### src/rtl/ctrl_pkg.sv
// Shared types and constants for the multicycle control unit.
package ctrl_pkg;

    typedef enum logic [2:0] {
        FETCH  = 3'd0,
        DECODE = 3'd1,
        EXEC   = 3'd2,
        MEM    = 3'd3,
        WB     = 3'd4,
        TRAP   = 3'd5
    } ctrlState_t;

    localparam logic [6:0] OP_LOAD   = 7'b0000011;
    localparam logic [6:0] OP_STORE  = 7'b0100011;
    localparam logic [6:0] OP_RTYPE  = 7'b0110011;
    localparam logic [6:0] OP_BRANCH = 7'b1100011;

    localparam logic [3:0] ALU_ADD = 4'b0000;
    localparam logic [3:0] ALU_SUB = 4'b0001;

    // One-hot instruction class; exactly one field is set for any opcode.
    typedef struct packed {
        logic load;
        logic store;
        logic rtype;
        logic branch;
        logic illegal;
    } opClass_t;

endpackage

### src/rtl/op_class.sv
// Combinational opcode classifier: 7-bit opcode to one-hot instruction class.
module op_class
    import ctrl_pkg::*;
(
    input  logic [6:0] opcode,
    output opClass_t   cls
);

    // Anything outside the four supported opcodes is flagged illegal.
    always_comb begin
        cls = '0;
        case (opcode)
            OP_LOAD:   cls.load    = 1'b1;
            OP_STORE:  cls.store   = 1'b1;
            OP_RTYPE:  cls.rtype   = 1'b1;
            OP_BRANCH: cls.branch  = 1'b1;
            default:   cls.illegal = 1'b1;
        endcase
    end

endmodule

### src/rtl/multicycle_ctrl.sv
// Multicycle processor control FSM: fetch/decode/execute/memory/writeback
// sequencing, sticky illegal-opcode trap and a retired-instruction counter.
module multicycle_ctrl
    import ctrl_pkg::*;
#(
    parameter int RETIRE_W = 32
) (
    input  logic                clk,
    input  logic                reset,
    input  logic [31:0]         instr,
    input  logic                memReady,
    input  logic                zero,
    output logic                memReq,
    output logic                iorD,
    output logic                memWrite,
    output logic                irWrite,
    output logic                pcWrite,
    output logic                pcSrc,
    output logic                regWrite,
    output logic                aluSrc,
    output logic [3:0]          aluOp,
    output logic                memToReg,
    output logic                branch,
    output logic [2:0]          state,
    output logic                illegal,
    output logic [RETIRE_W-1:0] instret
);

    ctrlState_t curState;
    ctrlState_t nextState;
    opClass_t   cls;
    logic       retire;
    logic       unusedInstrBits;

    // Only the opcode and the add/sub selector bit matter to control.
    assign unusedInstrBits = ^{instr[31], instr[29:7]};

    op_class uOpClass (
        .opcode (instr[6:0]),
        .cls    (cls)
    );

    assign state = curState;

    // State, retire counter and sticky trap flag; reset returns to a clean fetch.
    always_ff @(posedge clk) begin
        if (reset) begin
            curState <= FETCH;
            instret  <= '0;
            illegal  <= 1'b0;
        end else begin
            curState <= nextState;
            if (retire) begin
                instret <= instret + {{(RETIRE_W-1){1'b0}}, 1'b1};
            end
            if (nextState == TRAP) begin
                illegal <= 1'b1;
            end
        end
    end

    // Next-state and strobe decode; reset overrides every strobe so an
    // in-flight memory access is dropped immediately.
    always_comb begin
        nextState = FETCH;
        memReq    = 1'b0;
        iorD      = 1'b0;
        memWrite  = 1'b0;
        irWrite   = 1'b0;
        pcWrite   = 1'b0;
        pcSrc     = 1'b0;
        regWrite  = 1'b0;
        aluSrc    = 1'b0;
        aluOp     = ALU_ADD;
        memToReg  = 1'b0;
        branch    = 1'b0;
        retire    = 1'b0;

        case (curState)
            FETCH: begin
                memReq = 1'b1;
                if (memReady) begin
                    irWrite   = 1'b1;
                    pcWrite   = 1'b1;
                    nextState = DECODE;
                end else begin
                    nextState = FETCH;
                end
            end
            DECODE: begin
                nextState = cls.illegal ? TRAP : EXEC;
            end
            EXEC: begin
                if (cls.load || cls.store) begin
                    aluOp     = ALU_ADD;
                    nextState = MEM;
                end else if (cls.rtype) begin
                    aluSrc    = 1'b1;
                    aluOp     = instr[30] ? ALU_SUB : ALU_ADD;
                    nextState = WB;
                end else if (cls.branch) begin
                    aluSrc    = 1'b1;
                    aluOp     = ALU_SUB;
                    branch    = 1'b1;
                    pcWrite   = zero;
                    pcSrc     = zero;
                    retire    = 1'b1;
                    nextState = FETCH;
                end else begin
                    nextState = TRAP;
                end
            end
            MEM: begin
                memReq   = 1'b1;
                iorD     = 1'b1;
                memWrite = cls.store;
                if (memReady) begin
                    retire    = cls.store;
                    nextState = cls.store ? FETCH : WB;
                end else begin
                    nextState = MEM;
                end
            end
            WB: begin
                regWrite  = 1'b1;
                memToReg  = cls.load;
                retire    = 1'b1;
                nextState = FETCH;
            end
            TRAP: begin
                nextState = TRAP;
            end
            default: begin
                nextState = FETCH;
            end
        endcase

        if (reset) begin
            memReq   = 1'b0;
            iorD     = 1'b0;
            memWrite = 1'b0;
            irWrite  = 1'b0;
            pcWrite  = 1'b0;
            pcSrc    = 1'b0;
            regWrite = 1'b0;
            aluSrc   = 1'b0;
            aluOp    = ALU_ADD;
            memToReg = 1'b0;
            branch   = 1'b0;
            retire   = 1'b0;
        end
    end

endmodule

### config.mk
export PLATFORM = sky130hd
export DESIGN_NAME = multicycle_ctrl
export DESIGN_NICKNAME = d
export VERILOG_FILES = /design/src/rtl/ctrl_pkg.sv /design/src/rtl/op_class.sv /design/src/rtl/multicycle_ctrl.sv
export SDC_FILE = /design/constraint.sdc
export NUM_CORES = 1
export LEC_CHECK = 0
export CORE_ASPECT_RATIO = 0.75
export CORE_MARGIN = 4
export CORE_UTILIZATION = 56
export DETAILED_ROUTE_END_ITERATION = 10
export DONT_BUFFER_PORTS = 1
export MAX_ROUTING_LAYER = met4
export PLACE_DENSITY = 0.8
export SYNTH_ARGS = -nofsm -noshare
export SYNTH_HDL_FRONTEND = slang
export SYNTH_SLANG_ARGS = --single-unit
### constraint.sdc
create_clock -name clk -period 2.8 [get_ports clk]
set_input_delay 0 -clock clk [delete_from_list [all_inputs] [get_ports clk]]
set_output_delay 0 -clock clk [all_outputs]
set_load 0.1 [all_outputs]
== Word-level counts from Yosys, hierarchy flattened ==
Index checks and enable logic that the tools add are counted.
Widths: inputs -> output; s select.

* Output and inout port bits: 50
* Flip-flop bits (word level): 36
* Logic and storage cells: 68

* Multiplexer cells: 50
* Reductions and logical operators: 4
* Equality and inequality tests: 10
* Add/subtract/negate cells: 1

{| class="wikitable"
|+ Operators with widths
! operator !! number
|-
| $mux 1 || 40
|-
| $add 32x1->32 const B || 1
|-
| $mux 3 || 6
|-
| $pmux 3 s5 || 1
|-
| $eq 7x6->1 const B || 2
|-
| $eq 3x3->1 const B || 3
|-
| $eq 7x2->1 const B || 1
|-
| $eq 7x7->1 const B || 1
|-
| $eq 3x2->1 const B || 2
|-
| $mux 4 || 1
|-
| $reduce_or 4->1 || 1
|-
| $eq 3x1->1 const B || 1
|-
| $logic_not 3->1 || 1
|-
| $pmux 1 s3 || 1
|-
| $pmux 1 s2 || 1
|-
| $reduce_or 2->1 || 1
|-
| $logic_or 1x1->1 || 1
|}

== Logic depth before layout (Yosys ltp) ==
Gate-level depths: netlist (run 1).

* Depth after elaboration: 7
* Depth in mapped cells: 8

== Modules after synthesis ==
A second synthesis (run 1) with hierarchy kept.

* Cells, all modules: 247
* Area, all modules: 2,016.9 um2

{| class="wikitable"
|+ Modules (own cells, without submodules)
! module !! area an instance (um2) !! sequential area each (um2) !! cells an instance !! times used
|-
| multicycle_ctrl || 1,956.9 || 720.7 || 236 || 1
|-
| op_class || 60.1 || 0.0 || 11 || 1
|}

== Worst setup path after synthesis (run 1) ==
No wires, ideal clock.

* Kind: register to output
* Start point: register curState[1], in the netlist state[1]
* End point: output pcWrite
* Data required time: 2.800 ns
* Buffers on the path: 1
* Stages on the path, launching flop included: 6
* Arrival: 4.994 ns
* Slack: -2.194 ns
* Cell sequence: dfxtp_1 -> buf_4 -> or3b_4 -> nor4_4 -> a21oi_1 -> nor4_1

* Word-level cells in the longest chain between the ends: 3

{| class="wikitable"
|+ Ends and longest elaborated chain
! element !! RTL line !! RTL
|-
| start, declared || multicycle_ctrl.sv:29 || <nowiki>ctrlState_t curState;</nowiki>
|-
| start signal, assigned || multicycle_ctrl.sv:52 || <nowiki>curState <= nextState;</nowiki>
|-
| $eq 3x2->1 or $logic_not 3->1 (tied branches) || multicycle_ctrl.sv:79 || <nowiki>case (curState)</nowiki>
|-
| $pmux 1 s2 * || multicycle_ctrl.sv:79 ||
|-
| $mux 1 * || multicycle_ctrl.sv:138 || <nowiki>if (reset) begin</nowiki>
|-
| end, declared || multicycle_ctrl.sv:17 || <nowiki>output logic pcWrite,</nowiki>
|}

Every way passes the cells marked *; elsewhere a longest branch is shown, timed or not.

== Worst setup path after layout (run 1) ==
* Start point: register curState[2], in the netlist state[2]
* End point: register instret[17]

* Word-level cells in the longest chain between the ends: 3

{| class="wikitable"
|+ Ends and longest elaborated chain
! element !! RTL line !! RTL
|-
| $eq 3x3->1 or $eq 3x2->1 (tied branches) || multicycle_ctrl.sv:79 ||
|-
| $pmux 1 s3 * || multicycle_ctrl.sv:79 ||
|-
| $mux 1 * || multicycle_ctrl.sv:138 ||
|-
| end signal, assigned || multicycle_ctrl.sv:54 || <nowiki>instret <= instret + {{(RETIRE_W-1){1'b0}}, 1'b1};</nowiki>
|-
| end, declared || multicycle_ctrl.sv:26 || <nowiki>output logic [RETIRE_W-1:0] instret</nowiki>
|}

Marked as above.
A chain may end at the register's enable or synchronous reset.

==> results.md, run 1 <==
* DRT antenna net count at 0
* Die Y at 61.3 µm
* Asr flop ratio synth at 0%
* Routed len/inst at 16.8 µm
* FF/Latch Area at 727 µm²
* Sequential share of the synthesized area at 33.9%
* Total grt overflow at 0
* Worst endpoint required time at 3030 ps
* First-pass GRT wire length at 9620 µm
* YS warnings at 0
* Worst Max-Slew Pin Slew at 956 ps
* Main synth FF type: dfxtp_1
* Clock latency on the worst-skew pair at 290 ps
* Largest net degree at the start of global routing at 39
* Placed cells at 350
* CP Capture Type: flip-flop
* P_leak at 1.06 nW
* Hpwl dp at 4180 µm
* Setup TNS Final at 0 ps
* HP Class: input pin to flip-flop
* Multi-input logic area at 1350 µm²
* Fillers at 293
* Fmax at 0.378 GHz
* Vias at 2269
* # rows at 19
* Outcome: finished, final reports clean
* Drt drc at 0
* Post-route non-filler standard cell count at 365
* Final hold vios at 0
* Clock Path Buffers at 2
* Synthesized flop and latch total at 36
* Most frequent cells in the layout: buf_4 (48), dfxtp_1 (31), nor2_1 (26), a21oi_1 (23), nand2_1 (15)
* I/O pin total at 86
* Area Overhead vs Synth at 29.3%
* Area of the core at 3660 µm²
* Vias per cell at 6.22
* Cts bufs inserted at 5
* Pwr Density at 392 nW/µm²
* Die X at 79.1 µm
* Port buffer count at 0
* H-tree depth at 2
* Fin worst setup slack at 151 ps
* Startpoint Class: flip-flop
* Worst-path clk slew at 70 ps
* Yosys cell types at 51
* Diodes inserted at 0
* Initial DRC Count at 222
* Initial antenna violation count at 0
* Mapped Cells at 266
* Max cap viols at 0
* Commonest non-fill, non-tap cell in the layout: buf_4
* Sink Count at 36
* Rel. slew slack at 35.9%
* CP Class: flip-flop to flip-flop
* Hold_ws at 65.0 ps
* Pre-CTS setup slack at 384 ps
* Post-Route Utilization at 75.0%
* Max IR drop VDD at 0.420 mV
* Max Clock Skew at 4.32 ps
* Layout cell share with drive strength beyond 1 at 26.5%
* Synth Cell Area at 2120 µm²
* Final #Nets at 349
* Die Area at 4850 µm²
* GRT Util Overall at 26.5%
* CP Data Arrival Time at 2880 ps
* Final WL at 6130 µm
* Clock root buffer: clkbuf_8
* Fraction of the cycle the final worst path needs at 94.6%
* Crit Path Max Fanout at 10
* Synthesized area per cell at 7.98 µm²
* Post-synth EDFFs at 0
* DR pass1 iterations at 6
* Setup violations, final at 0
* Number of global-route vias before repair at 2003
* GPL Wtd Cong at 0.912
* Slew Limit Fails at 0
* CTS tree: done
* Period minus WS final at 2650 ps
* Starting Density at 58.0%
-- worst paths after layout --
kind	start	endpoint	depth (start not counted)	slack, ps
worst max-delay path	state[2]$_SDFF_PP0_	instret[17]$_SDFFE_PP0P_	7	150
worst min-delay path	memReady	state[0]$_SDFF_PP0_	4	70
worst max register to register	state[2]$_SDFF_PP0_	instret[17]$_SDFFE_PP0P_	7	150
worst min register to register	instret[9]$_SDFFE_PP0P_	instret[9]$_SDFFE_PP0P_	2	530
-- worst max-delay path, stage by stage, from the launching register on --
cell,delay [ps]
dfxtp_2,320
buf_4,260
nor2b_1,310
and4_2,450
o311ai_4,170
or3_1,340
a21oi_1,150
dlygate4sd3_1,570
-- where the power goes --
group | internal (W) | switching (W)
combinational | 0.0000408 | 0.000130
sequential | 0.000517 | 0.00000296
clock | 0.000196 | 0.000190
-- metrics by stage --
| step | instance area, µm² | total power [W] |
|---|---|---|
| finish | 2750 | 0.00108 |
| CTS | 2740 | 0.00108 |
| global placement | 2570 | 0.000682 |
| floorplan | 2180 | 0.000668 |
| detailed placement | 2570 | 0.000684 |
| global route | 2750 | 0.00111 |
-- per-layer routing --
layer / part of all wire [%] / vias up / global-route usage [%] / wire length (µm)
met5: 0 / - / - / 0
met1: 43 / 1058 / 34.9 / 2640
met2: 43 / 122 / 37.8 / 2670
met4: 2.8 / 0 / 11.5 / 173
met3: 11 / 23 / 8.04 / 654
li1: - / 1066 / - / -
-- kinds of logic (layout without fill, tap and decap cells) --
group                    count (synthesis)  in the layout  share of synthesized area, %
adder cells (fa/ha/maj)                  1              1                         0.589
AND/OR/NAND/NOR                        122            122                          32.9
buffers and inverters                   29             74                          6.60
multiplexers                             2              2                          1.00
AO/OA/AOI/OAI                           63             63                          19.9
other                                    1              3                         0.177
XOR/XNOR                                12             12                          4.95
flip-flops                              36             36                          33.9
-- flip-flops by register name (all words and copies together) (netlist names) --
signal   cells
illegal      1
state        3
instret     32
-- cell type report --
type                       instances  area share, %
clock inverter                     2          0.365
tap                               52           2.37
clock buffer                       6           3.01
inverter                          10           1.37
multi-input combinational        203           49.3
timing repair buffer              56           17.1
sequential                        36           26.5
-- timing repair --
action | in CTS | in global routing
hold buffers | 6 | 0
endpoints found under the hold margin | 36 | 0
setup buffers | 0 | 1
resized for setup | 0 | 1
setup endpoints to repair | 0 | 1
-- Yosys cell counts (2+ instances only) --
cell type	instances	area [µm²]
a31o_2	4	35.0
nand3_1	9	45.0
buf_4	4	30.0
o311ai_0	3	26.3
inv_1	10	37.5
a31oi_1	3	18.8
nand2b_1	2	12.5
xor2_1	6	52.6
nor3_1	7	35.0
clkbuf_1	10	37.5
o311a_1	2	20.0
and4_1	5	43.8
nor2_1	28	105
xnor2_1	6	52.6
buf_6	2	22.5
a21oi_1	23	115
and3_1	5	31.3
nand2_1	15	56.3
o21ai_0	11	55.1
dfxtp_1	36	721
nor4_1	4	25.0
buf_1	2	7.51
nor2b_1	6	37.5
o31ai_1	8	60.1
or4_1	6	45.0
nand4_1	13	81.3
or3_1	9	56.3
and2_1	4	25.0
Note: power is estimated with default switching activity, not from simulation.
==> run 2, diff against run 1 <==
- clock period: 2.8 -> 2.45 ns (I/O delays scaled with it)
==> run 2 against run 1 <==
Final area is 2.5% higher. Critical path depth is 2 lower. Sequential share of layout area is 0.12 points higher. Sequential power is 14% higher. Fmax is 20% higher. Count of clock-buffer cells in the layout is 1 lower. Combinational power is 14% higher. Hold slack better by 8.7 ps. Total power is 21% higher. Global-route usage is 0.31 points lower. Worst setup slack better by 99 ps. Non-clock buffer count is 2 higher. Critical path type unchanged. Critical endpoint is now instret[31]$_SDFFE_PP0P_. Largest cell class unchanged. Highest routed layer unchanged.
==> results.md, run 2 (synthesis results as in run 1) <==
* Outcome: finished, final reports clean (unchanged)
* Fraction of the cycle the final worst path needs at 89.8% (was 94.6%)
* CTS tree: done (unchanged)
* Vias per cell at 6.32 (was 6.22)
* P_leak at 1.08 nW (was 1.06 nW)
* Max Clock Skew at 8.16 ps (was 4.32 ps)
* Met3 Resource Use GR at 6.73% (was 8.04%)
* Max IR drop VDD at 0.486 mV (was 0.420 mV)
* Initial DRC Count at 229 (was 222)
* Number of global-route vias before repair at 2038 (was 2003)
* Final hold vios at 0 (unchanged)
* Commonest non-fill, non-tap cell in the layout: buf_4 (unchanged)
* CP Class: flip-flop to flip-flop (unchanged)
* CP Capture Type: flip-flop (unchanged)
* Cts bufs inserted at 5 (unchanged)
* Area Overhead vs Synth at 32.5% (was 29.3%)
* Die X at 79.1 µm (unchanged)
* Fmax at 0.455 GHz (was 0.378 GHz)
* Setup violations, final at 0 (unchanged)
* Hold Path End: state[0]$_SDFF_PP0_ (unchanged)
* Starting Density at 58.0% (unchanged)
* DRT antenna net count at 0 (unchanged)
* First-pass GRT wire length at 9540 µm (was 9620 µm)
* Unrepaired setup endpoints after global routing: false
* Diodes inserted at 0 (unchanged)
* Hold Path Origin: memReady (unchanged)
* Clock Path Buffers at 2 (unchanged)
* Crit Path Max Fanout at 5 (was 10)
* CP Data Arrival Time at 2370 ps (was 2880 ps)
* Post-route non-filler standard cell count at 367 (was 365)
* Vias at 2320 (was 2269)
* Reg with most FFs: instret (unchanged)
* Worst-path clk slew at 70 ps (about the same)
* WP buf/inv at 0 (was 2)
* Pre-CTS setup slack at 266 ps (was 384 ps)
* Clock latency on the worst-skew pair at 290 ps (about the same)
* Worst endpoint required time at 2620 ps (was 3030 ps)
* Hold-critical path depth at 4 (unchanged)
* # rows at 19 (unchanged)
* Post-CTS Setup Repair Bufs at 0 (unchanged)
* I/O pin total at 86 (unchanged)
* GPL Wtd Cong at 0.905 (was 0.912)
* Port buffer count at 0 (unchanged)
* Most Crowded Layer GR: met2 (unchanged)
* Slowest cell delay on critical path at 480 ps (was 570 ps)
* Final #Nets at 351 (was 349)
* Area of the core at 3660 µm² (unchanged)
* Startpoint Class: flip-flop (unchanged)
* Crit-path cells: or3b_4, or4_4, a31oi_2, and4_1, mux2_1 (was buf_4, nor2b_1, and4_2, o311ai_4, or3_1, a21oi_1, dlygate4sd3_1)
* Routed len/inst at 16.9 µm (was 16.8 µm)
* Layout cell share with drive strength beyond 1 at 32.1% (was 26.5%)
* Met2 GRT Util at 40.0% (was 37.8%)
* Drt drc at 0 (unchanged)
* Hpwl dp at 4520 µm (was 4180 µm)
* RR Startpoint: state[2]$_SDFF_PP0_ (unchanged)
* Family with the most delay on the worst path: simple AND/OR/NAND/NOR gates (unchanged)
* Reg-to-reg endpoint: instret[31]$_SDFFE_PP0P_ (was instret[17]$_SDFFE_PP0P_)
* Clock root buffer: clkbuf_8 (unchanged)
* Initial antenna violation count at 0 (unchanged)
* Die Y at 61.3 µm (unchanged)
* Sink Count at 36 (unchanged)
* Placed cells at 354 (was 350)
* Most frequent cells in the layout: buf_4 (51), nor2_1 (26), a21oi_1 (23), dfxtp_1 (18), dfxtp_2 (16) (was buf_4 (48), dfxtp_1 (31), nor2_1 (26), a21oi_1 (23), nand2_1 (15))
* GRT Util Overall at 26.2% (was 26.5%)
* Rel. slew slack at 51.5% (was 35.9%)
* Critical Path Start: state[2]$_SDFF_PP0_ (unchanged)
* Final WL at 6200 µm (was 6130 µm)
* Max cap viols at 0 (unchanged)
* DR pass1 iterations at 5 (was 6)
* Pwr Density at 464 nW/µm² (was 392 nW/µm²)
* Total grt overflow at 0 (unchanged)
* Max FFs per register at 32 (unchanged)
* Setup slack, reg-to-reg at 250 ps (was 150 ps)
* HP Class: input pin to flip-flop (unchanged)
* H-tree depth at 2 (unchanged)
* Largest net degree at the start of global routing at 39 (unchanged)
* Period minus WS final at 2200 ps (was 2650 ps)
* Die Area at 4850 µm² (unchanged)
* FF-to-FF path depth at 5 (was 7)
* Slew Limit Fails at 0 (unchanged)
* Worst Max-Slew Pin Slew at 724 ps (was 956 ps)
* Fin worst setup slack at 250 ps (was 151 ps)
* CP max-delay cell: or4_4 (was dlygate4sd3_1)
* Met1 global-route usage at 35.0% (was 34.9%)
==> run 2: changes by cell type in the layout (fill, tap and decap cells not counted), moves of 2 or more <==
cell and delta:
dfxtp_1 -13, dfxtp_4 +2, dfxtp_2 +11, buf_4 +3
==> run 2: worst max path at each step <==
stage	depth (start not counted)	slack [ps]	to
floorplan	5	-230	pcWrite
global placement	5	290	instret[31]$_SDFFE_PP0P_
detailed placement	5	270	instret[31]$_SDFFE_PP0P_
CTS	5	260	instret[31]$_SDFFE_PP0P_
global route	5	180	instret[31]$_SDFFE_PP0P_
finish	5	250	instret[31]$_SDFFE_PP0P_
==> run 2: cell type report <==
class / count / area [µm²]
Clock buffer: 5 / 68.8
Fill cell: 260 / 848
Multi-Input combinational cell: 203 / 1370
Tap cell: 52 / 65.1
Sequential cell: 36 / 748
Clock inverter: 3 / 42.5
Timing Repair Buffer: 58 / 483
Inverter: 10 / 37.5
==> run 2: tightest hold or removal path, delay by kind of cell <==
family	cells	cell delay, ps
AO/OA/AOI/OAI	2	200
AND/OR/NAND/NOR	2	130
==> run 2: where the power goes <==
group	internal (W)	switching, W
Clock	0.000301	0.000215
Combinational	0.0000471	0.000148
Sequential	0.000589	0.00000469
==> run 2: per-stage QoR <==
| stage | instance area, µm² | TNS [ps] | power, W | util (%) | hold WS (ps) |
|---|---|---|---|---|---|
| global placement | 2640 | 0 | 0.000779 | 72.1 | 65.4 |
| CTS | 2810 | 0 | 0.00131 | 76.8 | 74.3 |
| finish | 2810 | 0 | 0.00130 | 76.8 | 73.7 |
| global route | 2810 | 0 | 0.00134 | 76.8 | 133 |
| detailed placement | 2640 | 0 | 0.000782 | 72.1 | 67.4 |
| floorplan | 2240 | -343 | 0.000768 | - | 115 |
==> run 2: what timing repair did <==
action                    CTS  global route
gates resized for setup     0             0
hold buffers                5             0
hold endpoints to repair   36             0
==> run 2: metal layers <==
layer  share of wire, %  vias up  routed length [µm]
li1                   -     1079                   -
met1                 46     1112                2860
met2                 44      117                2710
met3                8.8       12                 545
met4                1.5        0                  90
met5                  0        -                   0
==> run 3, diff against run 2 <==
- RECOVER_POWER: not set -> 50
==> run 3 against run 2 <==
Sequential power is essentially flat. Utilization shrank 2.9 points. Highest routed layer unchanged. Critical path type unchanged. Non-clock buffer count is the same. Critical path depth shrank 1. Critical endpoint is now instret[25]$_SDFFE_PP0P_. Fmax shrank 1.6%. Final area shrank 3.8%.
==> results.md, run 3 (synthesis results as in run 1) <==
* Initial antenna violation count at 0 (unchanged)
* Die Area at 4850 µm² (unchanged)
* Area post-placement at 2640 µm² (unchanged)
* GRT Util Overall at 26.2% (unchanged)
* Vias at 2301 (was 2320)
* Outcome: finished, final reports clean (unchanged)
* Max Clock Skew at 8.45 ps (was 8.16 ps)
* Largest net degree at the start of global routing at 39 (unchanged)
* Crit-path cells: clkbuf_1, nand4_1, or3_1, a21oi_1 (was or3b_4, or4_4, a31oi_2, and4_1, mux2_1)
* DR pass1 iterations at 5 (unchanged)
* Diodes inserted at 0 (unchanged)
* Area Overhead vs Synth at 27.4% (was 32.5%)
* Layout cell share with drive strength beyond 1 at 23.2% (was 32.1%)
* Clock root buffer: clkbuf_8 (unchanged)
* Clock power share at 39.7% (was 39.6%)
* Cts bufs inserted at 5 (unchanged)
* Unrepaired setup endpoints after global routing: false (unchanged)
* # rows at 19 (unchanged)
* Total grt overflow at 0 (unchanged)
* Sink Count at 36 (unchanged)
* First-pass GRT wire length at 9540 µm (unchanged)
* Port buffer count at 0 (unchanged)
* Routed len/inst at 16.7 µm (was 16.9 µm)
* NetSw at 0.000367 W (about the same)
* Slowest cell delay on critical path at 960 ps (was 480 ps)
* Setup violations, final at 0 (unchanged)
* Die Y at 61.3 µm (unchanged)
* CP Data Arrival Time at 2440 ps (was 2370 ps)
* Crit Path Max Fanout at 5 (unchanged)
* Max IR drop VDD at 0.486 mV (about the same)
* Int Pwr at 0.000935 W (was 0.000937 W)
* Starting Density at 58.0% (unchanged)
* DRT antenna net count at 0 (unchanged)
* Fraction of the cycle the final worst path needs at 91.2% (was 89.8%)
* Most frequent cells in the layout: nor2_1 (26), clkbuf_1 (26), a21oi_1 (23), buf_4 (23), dfxtp_1 (20) (was buf_4 (51), nor2_1 (26), a21oi_1 (23), dfxtp_1 (18), dfxtp_2 (16))
* Sw Share at 28.2% (about the same)
* Initial DRC Count at 238 (was 229)
* Clock Path Buffers at 2 (unchanged)
* Hpwl dp at 4520 µm (unchanged)
* Number of global-route vias before repair at 2038 (unchanged)
* Worst Max-Slew Pin Slew at 1310 ps (was 724 ps)
* Pwr Total at 0.00130 W (about the same)
* Worst-path clk slew at 80 ps (was 70 ps)
* Logic pwr share at 14.7% (was 14.9%)
* Setup slack, reg-to-reg at 220 ps (was 250 ps)
* Rel. slew slack at 12.5% (was 51.5%)
* CP max-delay cell: clkbuf_1 (was or4_4)
* Fmax at 0.448 GHz (was 0.455 GHz)
* Pwr Density at 481 nW/µm² (was 464 nW/µm²)
* Worst endpoint required time at 2650 ps (was 2620 ps)
* P_leak at 0.965 nW (was 1.08 nW)
* HP Class: input pin to flip-flop (unchanged)
* Slew Limit Fails at 0 (unchanged)
* Startpoint Class: flip-flop (unchanged)
* Final hold vios at 0 (unchanged)
* Max FFs per register at 32 (unchanged)
* Clock latency on the worst-skew pair at 290 ps (about the same)
* Die X at 79.1 µm (unchanged)
* Final #Nets at 351 (unchanged)
* CP Capture Type: flip-flop (unchanged)
* Design area at 2710 µm² (was 2810 µm²)
* I/O pin total at 86 (unchanged)
* Period minus WS final at 2230 ps (was 2200 ps)
* CP Class: flip-flop to flip-flop (unchanged)
* Final WL at 6130 µm (was 6200 µm)
* H-tree depth at 2 (unchanged)
* Reg with most FFs: instret (unchanged)
* Max cap viols at 0 (unchanged)
* Area of the core at 3660 µm² (unchanged)
* Vias per cell at 6.27 (was 6.32)
* Register share of total power at 45.6% (was 45.5%)
* CTS tree: done (unchanged)
* GPL Wtd Cong at 0.905 (unchanged)
* Drt drc at 0 (unchanged)
## run 3: changes by cell type in the layout (fill, tap and decap cells not counted)
cell      previous run  this run
buf_4               51        23
clkbuf_1             0        26
clkbuf_2             0         2
dfxtp_1             18        20
dfxtp_2             16        15
dfxtp_4              2         1
## run 3: worst max-delay path: cells and delay by family (launching register included)
kind            cells  cell delay [ps]
flops               1              330
buf+inv             1              960
compound gates      1              190
simple gates        2              670
## run 3: final timing paths
check / start / endpoint / cells past startpoint
setup / recovery: instret[22]$_SDFFE_PP0P_ / instret[25]$_SDFFE_PP0P_ / 4
hold / removal: memReady / state[0]$_SDFF_PP0_ / 4
setup reg to reg: instret[22]$_SDFFE_PP0P_ / instret[25]$_SDFFE_PP0P_ / 4
hold reg to reg: instret[0]$_SDFFE_PP0P_ / instret[0]$_SDFFE_PP0P_ / 2
## run 3: cell type report
cell class / count / area, µm²
multi-input cells: 203 / 1370
fillers: 292 / 956
well taps: 52 / 65.1
inverters: 10 / 37.5
clock inverters: 3 / 42.5
repair buffers: 58 / 380
flip-flops and latches: 36 / 743
clock buffers: 5 / 68.8
## run 3: stage by stage
step | instances | utilization (%) | setup TNS, ps | setup slack [ps] | hold slack [ps]
2_1_floorplan | 268 | - | -343 | -233 | 115
3_3_place_gp | 354 | 72.1 | 0 | 293 | 65.4
3_5_place_dp | 354 | 72.1 | 0 | 266 | 67.4
4_1_cts | 367 | 76.8 | 0 | 257 | 74.3
5_1_grt | 367 | 73.9 | 0 | 146 | 134
6_report | 367 | 73.9 | 0 | 216 | 81.5
## run 3: power by group through the flow
stage	logic (W)	registers (W)	clock network, W
4_1_cts	0.000193	0.000594	0.000520
2_1_floorplan	0.000121	0.000648	0
5_1_grt	0.000201	0.000594	0.000543
6_report	0.000192	0.000594	0.000516
3_5_place_dp	0.000175	0.000607	0
3_3_place_gp	0.000172	0.000607	0
## run 3: timing repair
| item | in CTS | in global routing |
|---|---|---|
| buffers inserted | 0 | 0 |
| hold endpoints to repair | 36 | 0 |
| hold buffers | 5 | 0 |
| gates resized for setup | 0 | 0 |
## run 3: layer usage
metal  part of all wire, %  GRT usage [%]  wire length [µm]  vias to the layer above
li1                      -              -                 -                     1086
met1                    46           35.0              2810                     1098
met2                    44           40.0              2690                      110
met3                   9.1           6.73               559                        7
met4                   1.2           6.37                74                        0
met5                     0              -                 0                        -
